**config.mk**
```make
export PLATFORM = sky130hd
export DESIGN_NAME = ecg_window_loader_flat
export DESIGN_NICKNAME = d
export VERILOG_FILES = /design/src/rtl/arrhythmia_pkg.sv /design/src/rtl/ecg_window_loader_if.sv /design/src/rtl/ecg_window_loader.sv /design/src/flat_wrapper.sv
export SDC_FILE = /design/constraint.sdc
export NUM_CORES = 1
export LEC_CHECK = 0
export ABC_AREA = 0
export CAP_MARGIN = 10
export CORE_MARGIN = 10
export CORE_UTILIZATION = 51
export DETAILED_ROUTE_END_ITERATION = 7
export HOLD_SLACK_MARGIN = 0.15
export PLACE_DENSITY = 0.87
export SLEW_MARGIN = 10
export SYNTH_ARGS = -nofsm -noshare
export SYNTH_HDL_FRONTEND = slang
export SYNTH_SLANG_ARGS = --single-unit
```
**constraint.sdc**
```tcl
create_clock -name clk -period 2.7 [get_ports clk]
set_input_delay 0.81 -clock clk [delete_from_list [all_inputs] [get_ports clk]]
set_output_delay 0.81 -clock clk [all_outputs]
set_load 0.02 [all_outputs]
```
**src/rtl/arrhythmia_pkg.sv**
```systemverilog
// rtl/arrhythmia_pkg.sv - shared defaults, loader state encoding and count-width helper
package arrhythmia_pkg;

    localparam int DEF_BITSIZE        = 16;
    localparam int DEF_WINDOW         = 10;
    localparam int DEF_TIMEOUT_CYCLES = 1024;
    localparam int CNT_W              = $clog2(DEF_WINDOW + 1);

    typedef enum logic [1:0] {
        S_FILL   = 2'd0,
        S_LAUNCH = 2'd1,
        S_WAIT   = 2'd2,
        S_HOLD   = 2'd3
    } loader_state_e;

    function automatic int cnt_width(input int window);
        return $clog2(window + 1);
    endfunction

endpackage

```
**src/rtl/ecg_window_loader_if.sv**
```systemverilog
// rtl/ecg_window_loader_if.sv - sample stream, core launch/result and status bundle of the window loader
interface ecg_window_loader_if
    import arrhythmia_pkg::*;
#(
    parameter int BITSIZE = DEF_BITSIZE,
    parameter int WINDOW  = DEF_WINDOW
);
    localparam int CW = cnt_width(WINDOW);

    logic [BITSIZE-1:0]        sample_in;
    logic                      sample_valid;
    logic                      sample_ready;
    logic [BITSIZE*WINDOW-1:0] x_out;
    logic                      core_start;
    logic                      done_flag_in;
    logic [BITSIZE*2-1:0]      y_in;
    logic [BITSIZE*2-1:0]      result;
    logic                      result_valid;
    logic                      result_ready;
    logic                      busy;
    logic [CW-1:0]             window_count;
    logic                      timeout_err;
    logic                      err_clr;

    modport master (
        output sample_in, sample_valid, done_flag_in, y_in, result_ready, err_clr,
        input  sample_ready, x_out, core_start, result, result_valid, busy,
               window_count, timeout_err
    );

    modport slave (
        input  sample_in, sample_valid, done_flag_in, y_in, result_ready, err_clr,
        output sample_ready, x_out, core_start, result, result_valid, busy,
               window_count, timeout_err
    );

endinterface

```
**src/rtl/ecg_window_loader.sv**
```systemverilog
// rtl/ecg_window_loader.sv - serial-to-window sample loader that launches the classifier and captures its result
module ecg_window_loader
    import arrhythmia_pkg::*;
#(
    parameter int BITSIZE        = DEF_BITSIZE,
    parameter int WINDOW         = DEF_WINDOW,
    parameter int TIMEOUT_CYCLES = DEF_TIMEOUT_CYCLES
) (
    input  logic                clk,
    input  logic                reset,
    ecg_window_loader_if.slave  bus
);
    localparam int CW = cnt_width(WINDOW);
    localparam int TW = $clog2(TIMEOUT_CYCLES);

    loader_state_e                     state_q, state_d;
    logic [CW-1:0]                     window_count_q, window_count_d;
    logic [WINDOW-2:0][BITSIZE-1:0]    stage_q, stage_d;
    logic [BITSIZE*WINDOW-1:0]         x_out_q, x_out_d;
    logic [TW-1:0]                     timer_q, timer_d;
    logic [BITSIZE*2-1:0]              result_q, result_d;
    logic                              result_valid_q, result_valid_d;
    logic                              timeout_err_q, timeout_err_d;

    logic sample_ready;
    logic accept;
    logic last_accept;
    logic timer_expired;

    assign accept        = bus.sample_valid && sample_ready;
    assign last_accept   = accept && (state_q == S_FILL) && (window_count_q == CW'(WINDOW - 1));
    assign timer_expired = (timer_q == TW'(TIMEOUT_CYCLES - 1));

    always_ff @(posedge clk) begin
        if (!reset) begin
            state_q        <= S_FILL;
            window_count_q <= '0;
            stage_q        <= '0;
            x_out_q        <= '0;
            timer_q        <= '0;
            result_q       <= '0;
            result_valid_q <= 1'b0;
            timeout_err_q  <= 1'b0;
        end else begin
            state_q        <= state_d;
            window_count_q <= window_count_d;
            stage_q        <= stage_d;
            x_out_q        <= x_out_d;
            timer_q        <= timer_d;
            result_q       <= result_d;
            result_valid_q <= result_valid_d;
            timeout_err_q  <= timeout_err_d;
        end
    end

    always_comb begin
        state_d = state_q;
        case (state_q)
            S_FILL:   if (last_accept) state_d = S_LAUNCH;
            S_LAUNCH: state_d = S_WAIT;
            S_WAIT: begin
                // done beats a coincident timeout
                if (bus.done_flag_in)    state_d = S_HOLD;
                else if (timer_expired)  state_d = S_FILL;
            end
            S_HOLD:   if (result_valid_q && bus.result_ready) state_d = S_FILL;
            default:  state_d = S_FILL;
        endcase
    end

    // HOLD may prefetch all but the final sample so x_out never changes under a pending result
    always_comb begin
        sample_ready = 1'b0;
        case (state_q)
            S_FILL:  sample_ready = 1'b1;
            S_HOLD:  sample_ready = (window_count_q < CW'(WINDOW - 1));
            default: sample_ready = 1'b0;
        endcase
    end

    always_comb begin
        window_count_d = window_count_q;
        stage_d        = stage_q;
        x_out_d        = x_out_q;
        timer_d        = timer_q;
        result_d       = result_q;
        result_valid_d = result_valid_q;
        timeout_err_d  = timeout_err_q;

        if (last_accept) begin
            for (int k = 0; k < WINDOW - 1; k++) begin
                x_out_d[(WINDOW-1-k)*BITSIZE +: BITSIZE] = stage_q[k];
            end
            x_out_d[BITSIZE-1:0] = bus.sample_in;
            window_count_d       = '0;
        end else if (accept) begin
            for (int k = 0; k < WINDOW - 1; k++) begin
                if (window_count_q == CW'(k)) stage_d[k] = bus.sample_in;
            end
            window_count_d = window_count_q + CW'(1);
        end

        if (bus.err_clr) timeout_err_d = 1'b0;

        case (state_q)
            S_LAUNCH: timer_d = '0;
            S_WAIT: begin
                timer_d = timer_q + TW'(1);
                if (bus.done_flag_in) begin
                    result_d       = bus.y_in;
                    result_valid_d = 1'b1;
                end else if (timer_expired) begin
                    timeout_err_d = 1'b1;
                end
            end
            S_HOLD:   if (result_valid_q && bus.result_ready) result_valid_d = 1'b0;
            default:  ;
        endcase
    end

    assign bus.sample_ready = sample_ready;
    assign bus.core_start   = (state_q == S_LAUNCH);
    assign bus.busy         = (state_q == S_LAUNCH) || (state_q == S_WAIT);
    assign bus.x_out        = x_out_q;
    assign bus.result       = result_q;
    assign bus.result_valid = result_valid_q;
    assign bus.window_count = window_count_q;
    assign bus.timeout_err  = timeout_err_q;

endmodule

```
**src/flat_wrapper.sv**
```systemverilog
// flat-port wrapper written by rule: the top's interface ports become plain ports
module ecg_window_loader_flat import arrhythmia_pkg::*;
#(
    parameter int BITSIZE        = DEF_BITSIZE,
    parameter int WINDOW         = DEF_WINDOW,
    parameter int TIMEOUT_CYCLES = DEF_TIMEOUT_CYCLES
)
  (clk, reset, bus_sample_in, bus_sample_valid, bus_done_flag_in, bus_y_in, bus_result_ready, bus_err_clr, bus_sample_ready, bus_x_out, bus_core_start, bus_result, bus_result_valid, bus_busy, bus_window_count, bus_timeout_err);
  ecg_window_loader_if #(.BITSIZE(BITSIZE), .WINDOW(WINDOW)) bus_i ();
  input  logic clk;
  input  logic reset;
  input wire logic [$bits(bus_i.sample_in)-1:0] bus_sample_in;
  input wire logic [$bits(bus_i.sample_valid)-1:0] bus_sample_valid;
  input wire logic [$bits(bus_i.done_flag_in)-1:0] bus_done_flag_in;
  input wire logic [$bits(bus_i.y_in)-1:0] bus_y_in;
  input wire logic [$bits(bus_i.result_ready)-1:0] bus_result_ready;
  input wire logic [$bits(bus_i.err_clr)-1:0] bus_err_clr;
  output wire logic [$bits(bus_i.sample_ready)-1:0] bus_sample_ready;
  output wire logic [$bits(bus_i.x_out)-1:0] bus_x_out;
  output wire logic [$bits(bus_i.core_start)-1:0] bus_core_start;
  output wire logic [$bits(bus_i.result)-1:0] bus_result;
  output wire logic [$bits(bus_i.result_valid)-1:0] bus_result_valid;
  output wire logic [$bits(bus_i.busy)-1:0] bus_busy;
  output wire logic [$bits(bus_i.window_count)-1:0] bus_window_count;
  output wire logic [$bits(bus_i.timeout_err)-1:0] bus_timeout_err;
  assign bus_i.sample_in = bus_sample_in;
  assign bus_i.sample_valid = bus_sample_valid;
  assign bus_i.done_flag_in = bus_done_flag_in;
  assign bus_i.y_in = bus_y_in;
  assign bus_i.result_ready = bus_result_ready;
  assign bus_i.err_clr = bus_err_clr;
  assign bus_sample_ready = bus_i.sample_ready;
  assign bus_x_out = bus_i.x_out;
  assign bus_core_start = bus_i.core_start;
  assign bus_result = bus_i.result;
  assign bus_result_valid = bus_i.result_valid;
  assign bus_busy = bus_i.busy;
  assign bus_window_count = bus_i.window_count;
  assign bus_timeout_err = bus_i.timeout_err;
  ecg_window_loader #(.BITSIZE(BITSIZE), .WINDOW(WINDOW), .TIMEOUT_CYCLES(TIMEOUT_CYCLES)) u_core (.clk(clk), .reset(reset), .bus(bus_i));
endmodule
```
== Word level (Yosys, flattened, before mapping) ==
Index checks and enable logic that the tools add are counted.
Storage, ports and cells
  word-level logic and storage cells: 74
  output and inout bits: 201
  bits of input ports: 54
  flip-flop bits (word level): 354
Operators by class
  order comparisons: 1
  bitwise gates (word level): 2
  add/sub/neg operators: 2
  equality and inequality tests: 17
  muxes and demuxes: 14
  reduce and logical (&&, ||, !) cells: 22
Operators by type and width (number)
  $reduce_and 3->1: 11
  $pmux 10 s2: 1
  $eq 4x3->1 const B: 4
  $add 10x1->10 const B: 1
  $eq 10x10->1 const B: 1
  $eq 4x2->1 const B: 2
  $eq 4x4->1 const B: 2
  $mux 2: 4
  $pmux 2 s4: 1
  $mux 1: 6
  $add 4x1->4 const B: 1
  $eq 2x2->1 const B: 2
  $eq 4x1->1 const B: 1
  $logic_and 1x1->1: 4
  $logic_not 4->1: 1
  $lt 4x4->1 const B: 1
  $ne 2x1->1 const B: 2
  $pmux 1 s2: 2
  $reduce_bool 2->1: 2
  $ne 3x2->1 const B: 1
  $eq 2x1->1 const B: 1
  $logic_not 2->1: 1
  $ne 2x2->1 const B: 1
  $not 1->1: 2
  3 further kinds: 3

== Longest topological paths before layout ==
Gate-level depths: netlist (run 1).
  depth in word-level cells: 7
  depth in mapped cells: 9
  gate-level depth less buffers: 6

== Worst setup path before layout (run 1) ==
Ideal clock, no wire load.
  path type: register -> register
  from: register u_core.state_q[0]
  to: register u_core.stage_q[117] (netlist name)
  cell stages (with the launch flop): 10
  library setup time: 128 ps
  setup slack: 355 ps
  data required time: 2572 ps
  path buffers: 3
  arrival: 2217 ps
  path through: dfxtp_1 > inv_1 > ha_1 > or2_1 > buf_6 > or4_4 > buf_6 > buf_6 > mux2i_1 > nor2_1
On the way
  word-level cells in the longest chain between the ends: 7
RTL lines
  start, declared: line ecg_window_loader.sv:16  | loader_state_e state_q, state_d;
  start signal, assigned: line ecg_window_loader.sv:45  | state_q <= state_d;
  $eq 2x2->1 or $logic_not 2->1 (tied branches): line ecg_window_loader.sv:74, ecg_window_loader.sv:31
  $pmux 1 s2: line ecg_window_loader.sv:74  | case (state_q)
  $logic_and 1x1->1: line ecg_window_loader.sv:30  | assign accept = bus.sample_valid && sample_ready;
  $logic_and 1x1->1 (2 in series): line ecg_window_loader.sv:31  | assign last_accept = accept && (state_q == S_FILL) && (window_count_q == CW'(WINDOW - 1));
  $not 1->1 (no line)
  $reduce_and 3->1 (no line) (*)
  end signal, assigned: line ecg_window_loader.sv:47  | stage_q <= stage_d;
  end, declared: line ecg_window_loader.sv:18  | logic [WINDOW-2:0][BITSIZE-1:0] stage_q, stage_d;
Every way passes the cells marked *; elsewhere a longest branch is shown, timed or not.
A chain may end at the register's enable or synchronous reset.

== Worst setup path after layout (run 1) ==
  from: register u_core.state_q[0]
  to: output port bus_busy
On the way
  word-level cells in the longest chain between the ends: 2
RTL lines
  $eq 2x1->1 or $eq 2x2->1 (tied branches): line ecg_window_loader.sv:123  | assign bus.busy = (state_q == S_LAUNCH) || (state_q == S_WAIT);
  $logic_or 1x1->1 (*): line ecg_window_loader.sv:123
  end, declared: line flat_wrapper.sv:23  | output wire logic [$bits(bus_i.busy)-1:0] bus_busy;
Marked as above.

==> metrics.txt, run 1 <==
Starting Density=52.3%; total standard cell area after synthesis=12800 sq um; Power per Cell Area=673 nW/um^2; number of hold violations in the final report=0; number of diodes=0; chip width=178 microns; Post-DRT Antenna Nets=0; worst slew pin tran=770 ps; fraction of final layout cells sized beyond drive strength 1=6.76%; RSZ-0062 raised after global routing=no; Distinct cells, synth=43; critical path data arrival time=1750 ps; cells taking the most area after synthesis=sky130_fd_sc_hd__dfxtp_1 (55%), sky130_fd_sc_hd__mux2i_1 (12%), sky130_fd_sc_hd__nand2_1 (12%); post-route clock skew=10.1 ps; area added between synthesis and finish=32.9%; clock group share of total power=43.6%; Mapped Cells=1449; clock tree from TritonCTS=built; tightest hold margin=448 ps; Final GP Congestion=0.814; kind of end point of the critical path=primary output; startpoint type of the worst setup path=flip-flop; number of storage elements in the synthesis netlist=354; Setup CP Type=flip-flop to primary output; portion of the clock cycle consumed by the worst path in the final layout=95.0%; sequential element share of the synthesized area=55.4%; vias in the first global route=10457; required time worst endpoint=1890 ps; DRC=0; Clock Sink Count=354; total number of vias=10689; GRT Overall Usage=22.0%; filler cell count=1812; overall die area=31800 sq um; first-pass GRT wire length=56.0 mm; max frequency=390 MHz; Worst slew margin=48.5%; Routed WL=36.8 mm; total of endpoints with negative setup slack in the final report=0; violation count after the first detailed-route iteration=868; total number of placement rows=57; final period demand of the worst path=2560 ps; maximum fanout encountered on the critical timing path=5; residual overflow from global routing=0; library cell with the largest summed area after synthesis=sky130_fd_sc_hd__dfxtp_1; Syn Area/Cell=8.82 sq um; sequential power share=47.3%; Leak Pwr=0.00635 uW; CTS H-tree depth=2; proportion of synthesized flip-flops having asynchronous set or reset=0%; pin count of the biggest net entering global routing=68; count of pins over their slew limit=0; Core Area=24500 sq um; number of nets in the synthesized netlist=1513; max cap viols=0; EDFF count, synth=0; number of nets in the layout=1738; DIE HEIGHT=178 microns; count of input and output buffers=254; IO Count=255; Hold Path Class=flip-flop to flip-flop; worst-skew pair later-pin latency=510 ps; Ys Warns=0; number of antenna violations at the first check in global routing=0; VDD IR max=0.000445 V; via/cell ratio=5.28; total power after layout=11400 uW; post-CTS clock slew at the launch and capture registers of the worst setup and hold paths=60 ps; switching share of power=22.9%; status=complete, no violations; combinational group share of total power=9.0%; prevailing post-synth register cell=sky130_fd_sc_hd__dfxtp_1; maximum count of clock buffers along a single path=3; Clk Tree Root Cell=sky130_fd_sc_hd__clkbuf_16; area share of the largest cell type after synthesis=55.4%; dpl hpwl=24.4 mm; CTS Buf Count=36; hold buffer count at CTS=0; Switching Power=2620 uW; fraction of the core area covered by cells at the end of the flow=69.5%; cell-internal power=8810 uW; Pre-antenna DRT Iters=5; routed length per instance=18.2 microns
-- placed cells by master (no fill, tap or decap), types with 10 or more instances in the layout --
master | netlist | routed
sky130_fd_sc_hd__buf_12 | 0 | 14
sky130_fd_sc_hd__mux2i_1 | 149 | 149
sky130_fd_sc_hd__nand2_1 | 394 | 394
sky130_fd_sc_hd__buf_4 | 3 | 35
sky130_fd_sc_hd__clkbuf_8 | 0 | 11
sky130_fd_sc_hd__inv_1 | 11 | 11
sky130_fd_sc_hd__nor2_1 | 156 | 156
sky130_fd_sc_hd__a21oi_1 | 196 | 196
sky130_fd_sc_hd__clkdlybuf4s50_1 | 0 | 252
sky130_fd_sc_hd__ha_1 | 10 | 10
sky130_fd_sc_hd__clkbuf_16 | 0 | 37
sky130_fd_sc_hd__dfxtp_1 | 354 | 354
-- synth_stat cells, drive strengths merged, types with 2 or more instances --
| cell type | instances |
|---|---|
| xor2 | 6 |
| or4 | 2 |
| dfxtp | 354 |
| nor2b | 2 |
| clkbuf | 83 |
| nor2 | 157 |
| mux2i | 149 |
| a21oi | 196 |
| o21ai | 4 |
| nand4b | 2 |
| and3 | 2 |
| nor4 | 2 |
| a211oi | 3 |
| and2 | 5 |
| inv | 11 |
| ha | 10 |
| and4 | 2 |
| buf | 33 |
| nand4 | 5 |
| nand3 | 9 |
| nor4b | 2 |
| nand2 | 394 |
| xnor2 | 2 |
-- through the flow --
step	instances	TNS [ps]	setup WS, ps	instance area [sq um]
floorplan	1449	0	355	12800
global placement	1960	0	60.2	15800
detailed placement	1960	-28.9	-28.9	15800
CTS	2024	0	2.39	17000
global route	2024	0	58.7	17000
finish	2024	0	135	17000
-- state kept, by name (all words and copies together), names as in the netlist --
register and flops:
u_core.bus.timeout_err 1, u_core.bus.window_count 4, u_core.stage_q 144, u_core.bus.x_out 160, u_core.bus.result_valid 1, u_core.state_q 2, u_core.bus.result 32, u_core.timer_q 10
-- area by class of cell --
type / count / area, sq um / area share [%]
well taps: 324 / 405 / 2.39
multi-input cells: 967 / 5170 / 30.4
repair buffers: 303 / 3080 / 18.1
clock inverters: 7 / 92.6 / 0.545
clock buffers: 57 / 1110 / 6.54
flip-flops and latches: 354 / 7090 / 41.7
inverters: 12 / 52.6 / 0.309
-- worst paths after layout --
| path | slack, ps | to | cells past startpoint | start |
|---|---|---|---|---|
| worst max-delay path | 140 | bus_busy | 3 | u_core.state_q[0]$_SDFFE_PN0P_ |
| worst min register to register | 450 | u_core.bus.x_out[25]$_SDFFE_PN0P_ | 2 | u_core.stage_q[137]$_SDFFE_PN0P_ |
| worst max register to register | 230 | u_core.stage_q[66]$_SDFFE_PN0P_ | 7 | u_core.state_q[0]$_SDFFE_PN0P_ |
| worst min-delay path | 450 | u_core.bus.x_out[25]$_SDFFE_PN0P_ | 2 | u_core.stage_q[137]$_SDFFE_PN0P_ |
-- metal layers --
layer  vias to the layer above  track usage [%]  wire length [microns]
met5                         -                0                      0
met4                         0             9.82                   1560
met3                        92             4.14                   2340
met2                       364             39.5                  18900
met1                      5061             24.9                  14000
li1                       5172                -                      -
-- what timing repair did --
item	4_1_cts	5_1_grt
resized for setup	5	1
pin swaps	0	0
buffers inserted	0	0
endpoints found under the setup margin	2	1
-- cells by family (layout without fill, tap and decap cells) --
group,Yosys count,in the layout,share of synthesized area [%]
adder cells (fa/ha/maj),10,10,0.979
buffers and inverters,128,379,4.40
AO/OA/AOI/OAI,211,211,8.56
multiplexers,149,149,11.7
flip-flops,354,354,55.4
AND/OR/NAND/NOR,589,589,18.4
XOR/XNOR,8,8,0.548
-- worst max-delay path, cell delays in order (launching register included) --
cell and delay (ps):
sky130_fd_sc_hd__dfxtp_1 380, sky130_fd_sc_hd__inv_1 100, sky130_fd_sc_hd__ha_1 400, sky130_fd_sc_hd__dlygate4sd2_1 380
-- power by group through the flow --
stage	Combinational, uW	Clock [uW]	Sequential, uW
finish	1030	4980	5410
global route	1110	5250	5420
global placement	1010	0	5520
CTS	1040	5050	5410
detailed placement	1040	0	5520
floorplan	627	0	5530
(Power assumes the default switching activity.)
==> run 2, diff against run 1 <==
--- a/config.mk
+++ b/config.mk
@@ -8,10 +8,10 @@
 export ABC_AREA = 0
 export CAP_MARGIN = 10
 export CORE_MARGIN = 10
-export CORE_UTILIZATION = 51
+export CORE_UTILIZATION = 46
 export DETAILED_ROUTE_END_ITERATION = 7
 export HOLD_SLACK_MARGIN = 0.15
-export PLACE_DENSITY = 0.87
+export PLACE_DENSITY = 0.83
 export SLEW_MARGIN = 10
 export SYNTH_ARGS = -nofsm -noshare
 export SYNTH_HDL_FRONTEND = slang
==> constraint.sdc (replaced) <==
create_clock -name clk -period 2.19 [get_ports clk]
set_input_delay 0.657 -clock clk [delete_from_list [all_inputs] [get_ports clk]]
set_output_delay 0.657 -clock clk [all_outputs]
set_load 0.02 [all_outputs]
==> run 2 against run 1 <==
Sequential power is 23% higher; total power increased by 30%; highest routed layer unchanged; clock skew grew 10 ps; the flow now finishes with violations (negative setup slack); critical path depth up 3; sequential share of layout area down 1.5 points; register-to-register slack worse by 170 ps.
==> metrics.txt, run 2 (synthesized netlist as in run 1, its figures left out) <==
startpoint type of the worst setup path=flip-flop; most frequent standard cell in the layout excluding fill and tap cells=sky130_fd_sc_hd__nand2_1; number of hold violations in the final report=0; capturing element of the worst setup path=bus_sample_ready; Starting Density=47.0%; residual overflow from global routing=0; required time worst endpoint=1530 ps; post-route clock skew=20.5 ps; total negative setup slack=-47.2 ps; Leak Pwr=0.00715 uW; Pre-antenna DRT Iters=5; RSZ-0062 raised after global routing=yes; Final GP Congestion=0.877; IO Count=255; max cap viols=0; min setup slack post-route=-47.2 ps; GRT Overall Usage=20.9%; status=finished with violations; Clock Sink Count=354; maximum count of clock buffers along a single path=3; VDD IR max=0.000458 V; vias in the first global route=10735; filler cell count=2136; CTS H-tree depth=2; end of the worst register-to-register path=u_core.stage_q[9]$_SDFFE_PN0P_; total of endpoints with negative setup slack in the final report=1; via/cell ratio=5.16; critical path data arrival time=1580 ps; worst slew pin tran=541 ps; Routed WL=38.6 mm; portion of the clock cycle consumed by the worst path in the final layout=102%; fraction of final layout cells sized beyond drive strength 1=9.86%; Core Area=27200 sq um; max reg flops=160; CTS Buf Count=37; area added between synthesis and finish=38.0%; total number of placement rows=60; hold buffer count at CTS=0; fin area=17600 sq um; maximum fanout encountered on the critical timing path=2; Hold Path Class=flip-flop to flip-flop; fraction of the core area covered by cells at the end of the flow=64.9%; Clk Tree Root Cell=sky130_fd_sc_hd__clkbuf_16; startpoint of the most critical register-to-register path=u_core.state_q[1]$_SDFFE_PN0P_; Setup CP Type=flip-flop to primary output; max frequency=447 MHz; failing checks=negative setup slack; Placed Area=16200 sq um; origin of the worst setup path=u_core.bus.window_count[0]$_SDFFE_PP0P_; clock tree from TritonCTS=built; post-CTS clock slew at the launch and capture registers of the worst setup and hold paths=60 ps; DRC=0; count of pins over their slew limit=0; pin count of the biggest net entering global routing=51; Power per Cell Area=840 nW/um^2; total number of vias=10874; commonest cells after routing, fill and taps aside=sky130_fd_sc_hd__nand2_1 (394), sky130_fd_sc_hd__dfxtp_1 (350), sky130_fd_sc_hd__clkdlybuf4s50_1 (213), sky130_fd_sc_hd__a21oi_1 (195), sky130_fd_sc_hd__nor2_1 (156); number of nets in the layout=1774; setup slack of the worst register-to-register path=60 ps; number of antenna violations at the first check in global routing=1; chip width=187 microns; dpl hpwl=25.6 mm; overall die area=34900 sq um; first-pass GRT wire length=59.5 mm; final period demand of the worst path=2240 ps; kind of end point of the critical path=primary output; Worst slew margin=63.7%; violation count after the first detailed-route iteration=864; Post-DRT Antenna Nets=0; total power after layout=14800 uW; worst-skew pair later-pin latency=510 ps; routed length per instance=18.3 microns; DIE HEIGHT=187 microns; count of input and output buffers=254; number of cells on the worst reg-to-reg path=9
==> run 2: changes by cell type in the layout (fill, tap and decap cells not counted), moves of 3 or more <==
cell                              change
sky130_fd_sc_hd__dfxtp_2              +4
sky130_fd_sc_hd__clkbuf_1             -6
sky130_fd_sc_hd__dlymetal6s2s_1      +25
sky130_fd_sc_hd__clkinvlp_4           +3
sky130_fd_sc_hd__clkbuf_8             -3
sky130_fd_sc_hd__dfxtp_1              -4
sky130_fd_sc_hd__inv_1                -3
sky130_fd_sc_hd__dlygate4sd2_1       +11
sky130_fd_sc_hd__bufinv_16            +4
sky130_fd_sc_hd__buf_12               +9
sky130_fd_sc_hd__inv_2                +3
sky130_fd_sc_hd__clkdlybuf4s50_1     -39
sky130_fd_sc_hd__buf_4               +24
==> run 2: final cells by class <==
| type | instances | area [sq um] | share of cell area [%] |
|---|---|---|---|
| multi-input cells | 967 | 5210 | 29.5 |
| clock inverters | 16 | 245 | 1.39 |
| clock buffers | 48 | 1050 | 5.94 |
| inverters | 12 | 52.6 | 0.298 |
| flip-flops and latches | 354 | 7090 | 40.2 |
| diodes | 1 | 2.50 | 0.0142 |
| repair buffers | 338 | 3520 | 20.0 |
| well taps | 372 | 465 | 2.64 |
==> run 2: repair_timing <==
item                       CTS  global route
setup buffers                0             4
gates cloned                 0             1
setup endpoints to repair   30           105
pin swaps                    0             7
resized for setup           29            40
==> run 2: worst max-delay path, cell delays in order (launching register included) <==
cell                      delay [ps]
sky130_fd_sc_hd__dfxtp_2         340
sky130_fd_sc_hd__inv_2            50
sky130_fd_sc_hd__ha_4            150
sky130_fd_sc_hd__nor2b_4         120
sky130_fd_sc_hd__o21ai_2         180
sky130_fd_sc_hd__a21oi_2          90
sky130_fd_sc_hd__buf_6           140
==> run 2: metal layers <==
layer  GRT usage [%]  share of wire (%)  vias to the layer above
li1                -                  -                     5226
met1            24.4                 40                     5221
met2            37.1                 51                      349
met3            3.59                5.5                       78
met4            8.25                3.3                        0
met5               0                  0                        -
==> run 2: report_power, final <==
part           leakage, uW  switching, uW  total, uW  internal (uW)
Sequential         0.00286           85.3       6680           6590
Clock             0.000631           2520       6610           4080
Combinational      0.00366            797       1520            725
==> run 2: worst min path at each step <==
stage                                         start                                  to  slack (ps)  depth (start not counted)
floorplan           u_core.stage_q[52]$_SDFFE_PN0P_  u_core.bus.x_out[100]$_SDFFE_PN0P_         430                          2
global placement    u_core.stage_q[97]$_SDFFE_PN0P_   u_core.bus.x_out[49]$_SDFFE_PN0P_         430                          2
detailed placement  u_core.stage_q[25]$_SDFFE_PN0P_  u_core.bus.x_out[137]$_SDFFE_PN0P_         440                          2
CTS                 u_core.stage_q[45]$_SDFFE_PN0P_  u_core.bus.x_out[125]$_SDFFE_PN0P_         450                          2
global route        u_core.stage_q[78]$_SDFFE_PN0P_   u_core.bus.x_out[94]$_SDFFE_PN0P_         470                          2
finish              u_core.stage_q[45]$_SDFFE_PN0P_  u_core.bus.x_out[125]$_SDFFE_PN0P_         450                          2
==> run 2: through the flow <==
stage / instances / worst slack, ps / hold slack, ps
CTS: 2102 / -160 / 452
global placement: 2038 / -166 / 434
floorplan: 1449 / 11.3 / 431
finish: 2108 / -47.2 / 452
global route: 2108 / -112 / 466
detailed placement: 2038 / -217 / 443
==> run 3, diff against run 2 <==
--- a/config.mk
+++ b/config.mk
@@ -8,10 +8,10 @@
 export ABC_AREA = 0
 export CAP_MARGIN = 10
 export CORE_MARGIN = 10
-export CORE_UTILIZATION = 46
+export CORE_UTILIZATION = 51
 export DETAILED_ROUTE_END_ITERATION = 7
 export HOLD_SLACK_MARGIN = 0.15
-export PLACE_DENSITY = 0.83
+export PLACE_DENSITY = 0.87
 export SLEW_MARGIN = 10
 export SYNTH_ARGS = -nofsm -noshare
 export SYNTH_HDL_FRONTEND = slang
==> constraint.sdc (replaced) <==
create_clock -name clk -period 2.35 [get_ports clk]
set_input_delay 0.705 -clock clk [delete_from_list [all_inputs] [get_ports clk]]
set_output_delay 0.705 -clock clk [all_outputs]
set_load 0.02 [all_outputs]
==> run 3 against run 2 <==
The flow now finishes without violations; sequential share of layout area is 1.0 points higher; wire length is 3.4% lower; final cell count is 3.2% lower; utilization is 5.4 points higher; die area is 8.8% lower; non-clock buffer count is 18 lower; flip-flop and latch count stayed put; combinational power is 16% lower; first-iteration DRC count is 7.9% higher; critical path type unchanged; highest routed layer unchanged.
==> metrics.txt, run 3 (synthesized netlist as in run 1, its figures left out) <==
total negative setup slack=0 ps; CP bufs+invs=1; Worst path top cell family by delay=buffers and inverters; sequential power share=47.8%; startpoint of the most critical register-to-register path=u_core.bus.window_count[1]$_SDFFE_PP0P_; switching share of power=23.6%; Clock Sink Count=354; cell-internal power=9950 uW; first-pass GRT wire length=56.5 mm; setup slack of the worst register-to-register path=140 ps; worst-skew pair later-pin latency=510 ps; vias in the first global route=10324; violation count after the first detailed-route iteration=932; maximum count of clock buffers along a single path=3; cell with the largest stage delay on the worst path=sky130_fd_sc_hd__clkdlybuf4s50_1; via/cell ratio=5.31; Starting Density=52.3%; commonest cells after routing, fill and taps aside=sky130_fd_sc_hd__nand2_1 (394), sky130_fd_sc_hd__dfxtp_1 (350), sky130_fd_sc_hd__clkdlybuf4s50_1 (248), sky130_fd_sc_hd__a21oi_1 (195), sky130_fd_sc_hd__nor2_1 (156); number of cells on the worst hold path=2; required time worst endpoint=1640 ps; total of endpoints with negative setup slack in the final report=0; total number of placement rows=57; Hold Path Class=flip-flop to flip-flop; DRC=0; number of cells on the worst reg-to-reg path=12; GRT Overall Usage=22.2%; pin count of the biggest net entering global routing=66; kind of end point of the critical path=primary output; number of hold violations in the final report=0; critical path data arrival time=1630 ps; chip width=178 microns; origin of the worst setup path=u_core.bus.window_count[3]$_SDFFE_PP0P_; startpoint type of the worst setup path=flip-flop; worst slew pin tran=660 ps; fraction of the core area covered by cells at the end of the flow=70.3%; tightest hold margin=449 ps; non-filler cells in the finished layout=2041; placed cell count=1970; Power per Cell Area=757 nW/um^2; sequential standard cell area=7090 sq um; count of input and output buffers=254; DIE HEIGHT=178 microns; max frequency=428 MHz; Leak Pwr=0.00646 uW; status=complete, no violations; clock group share of total power=42.4%; dpl hpwl=24.5 mm; Post-DRT Antenna Nets=0; post-CTS clock slew at the launch and capture registers of the worst setup and hold paths=60 ps; overall die area=31800 sq um; IO Count=255; Pre-antenna DRT Iters=5; Switching Power=3070 uW; endpoint with the worst hold slack=u_core.bus.x_out[98]$_SDFFE_PN0P_; Setup CP Type=flip-flop to primary output; launch instance of the worst min-delay path=u_core.stage_q[50]$_SDFFE_PN0P_; fin area=17200 sq um; clock tree from TritonCTS=built; combinational group share of total power=9.8%; most frequent standard cell in the layout excluding fill and tap cells=sky130_fd_sc_hd__nand2_1; VDD IR max=0.000856 V; count of pins over their slew limit=0; Clk Tree Root Cell=sky130_fd_sc_hd__clkbuf_16; Worst slew margin=55.7%; Placed Area=16000 sq um; CTS H-tree depth=2; number of antenna violations at the first check in global routing=0; filler cell count=1764; post-route clock skew=20.4 ps; multi-input gate area in the final layout=5190 sq um; routed length per instance=18.3 microns; max cap viols=0; total number of vias=10831; area added between synthesis and finish=34.6%; CTS Buf Count=36; Crit path largest cell delay=680 ps; residual overflow from global routing=0; max reg flops=160; ordered list of cells on the worst path=clkdlybuf4s50_1; final period demand of the worst path=2340 ps; number of nets in the layout=1755; number of diodes=0; end of the worst register-to-register path=u_core.bus.window_count[3]$_SDFFE_PP0P_; Final GP Congestion=0.832; portion of the clock cycle consumed by the worst path in the final layout=99.4%; Routed WL=37.3 mm; maximum fanout encountered on the critical timing path=6; fraction of final layout cells sized beyond drive strength 1=8.62%; Core Area=24500 sq um
-- run 3: area by class of cell --
cell class	instances	share of cell area, %
clock buffer	52	6.12
clock inverter	12	0.560
inverter	12	0.327
multi-input combinational	967	30.2
sequential	354	41.2
tap	324	2.36
timing repair buffer	320	19.2
-- run 3: power by group through the flow --
stage | Sequential, uW | Clock (uW) | Combinational (uW)
2_1_floorplan | 6350 | 0 | 720
3_3_place_gp | 6340 | 0 | 1190
3_5_place_dp | 6350 | 0 | 1220
4_1_cts | 6220 | 5580 | 1220
5_1_grt | 6240 | 5820 | 1350
6_report | 6220 | 5530 | 1270
-- run 3: per-stage QoR --
stage,total power (uW),worst slack (ps)
finish,13000,14.4
floorplan,7070,5.22
global route,13400,-9.59
detailed placement,7560,-173
global placement,7530,-124
CTS,13000,9.16
-- run 3: worst max-delay path by stage --
stage / cells past startpoint / to / slack (ps)
2_1_floorplan: 9 / u_core.stage_q[117]$_SDFFE_PN0P_ / 5
3_3_place_gp: 6 / u_core.stage_q[78]$_SDFFE_PN0P_ / -120
3_5_place_dp: 6 / u_core.stage_q[76]$_SDFFE_PN0P_ / -170
4_1_cts: 6 / bus_sample_ready / 9
5_1_grt: 6 / bus_sample_ready / -10
6_report: 1 / bus_window_count[3] / 10
-- run 3: repair_timing --
action	CTS	global route
pin swaps	2	1
hold buffers	0	0
endpoints found under the setup margin	18	16
buffers inserted	5	2
resized for setup	23	8
-- run 3: layer usage --
metal	GRT usage [%]	up-vias	wire length, microns
met5	0	-	0
met4	8.72	0	1280
met3	4.06	72	2230
met2	39.9	342	19100
met1	25.7	5210	14700
li1	-	5207	-
-- run 3: worst min-delay path, delay by kind of cell (launching register included) --
family	cells	cell delay [ps]
AO/OA/AOI/OAI	1	50
AND/OR/NAND/NOR	1	50
flip-flops	1	310
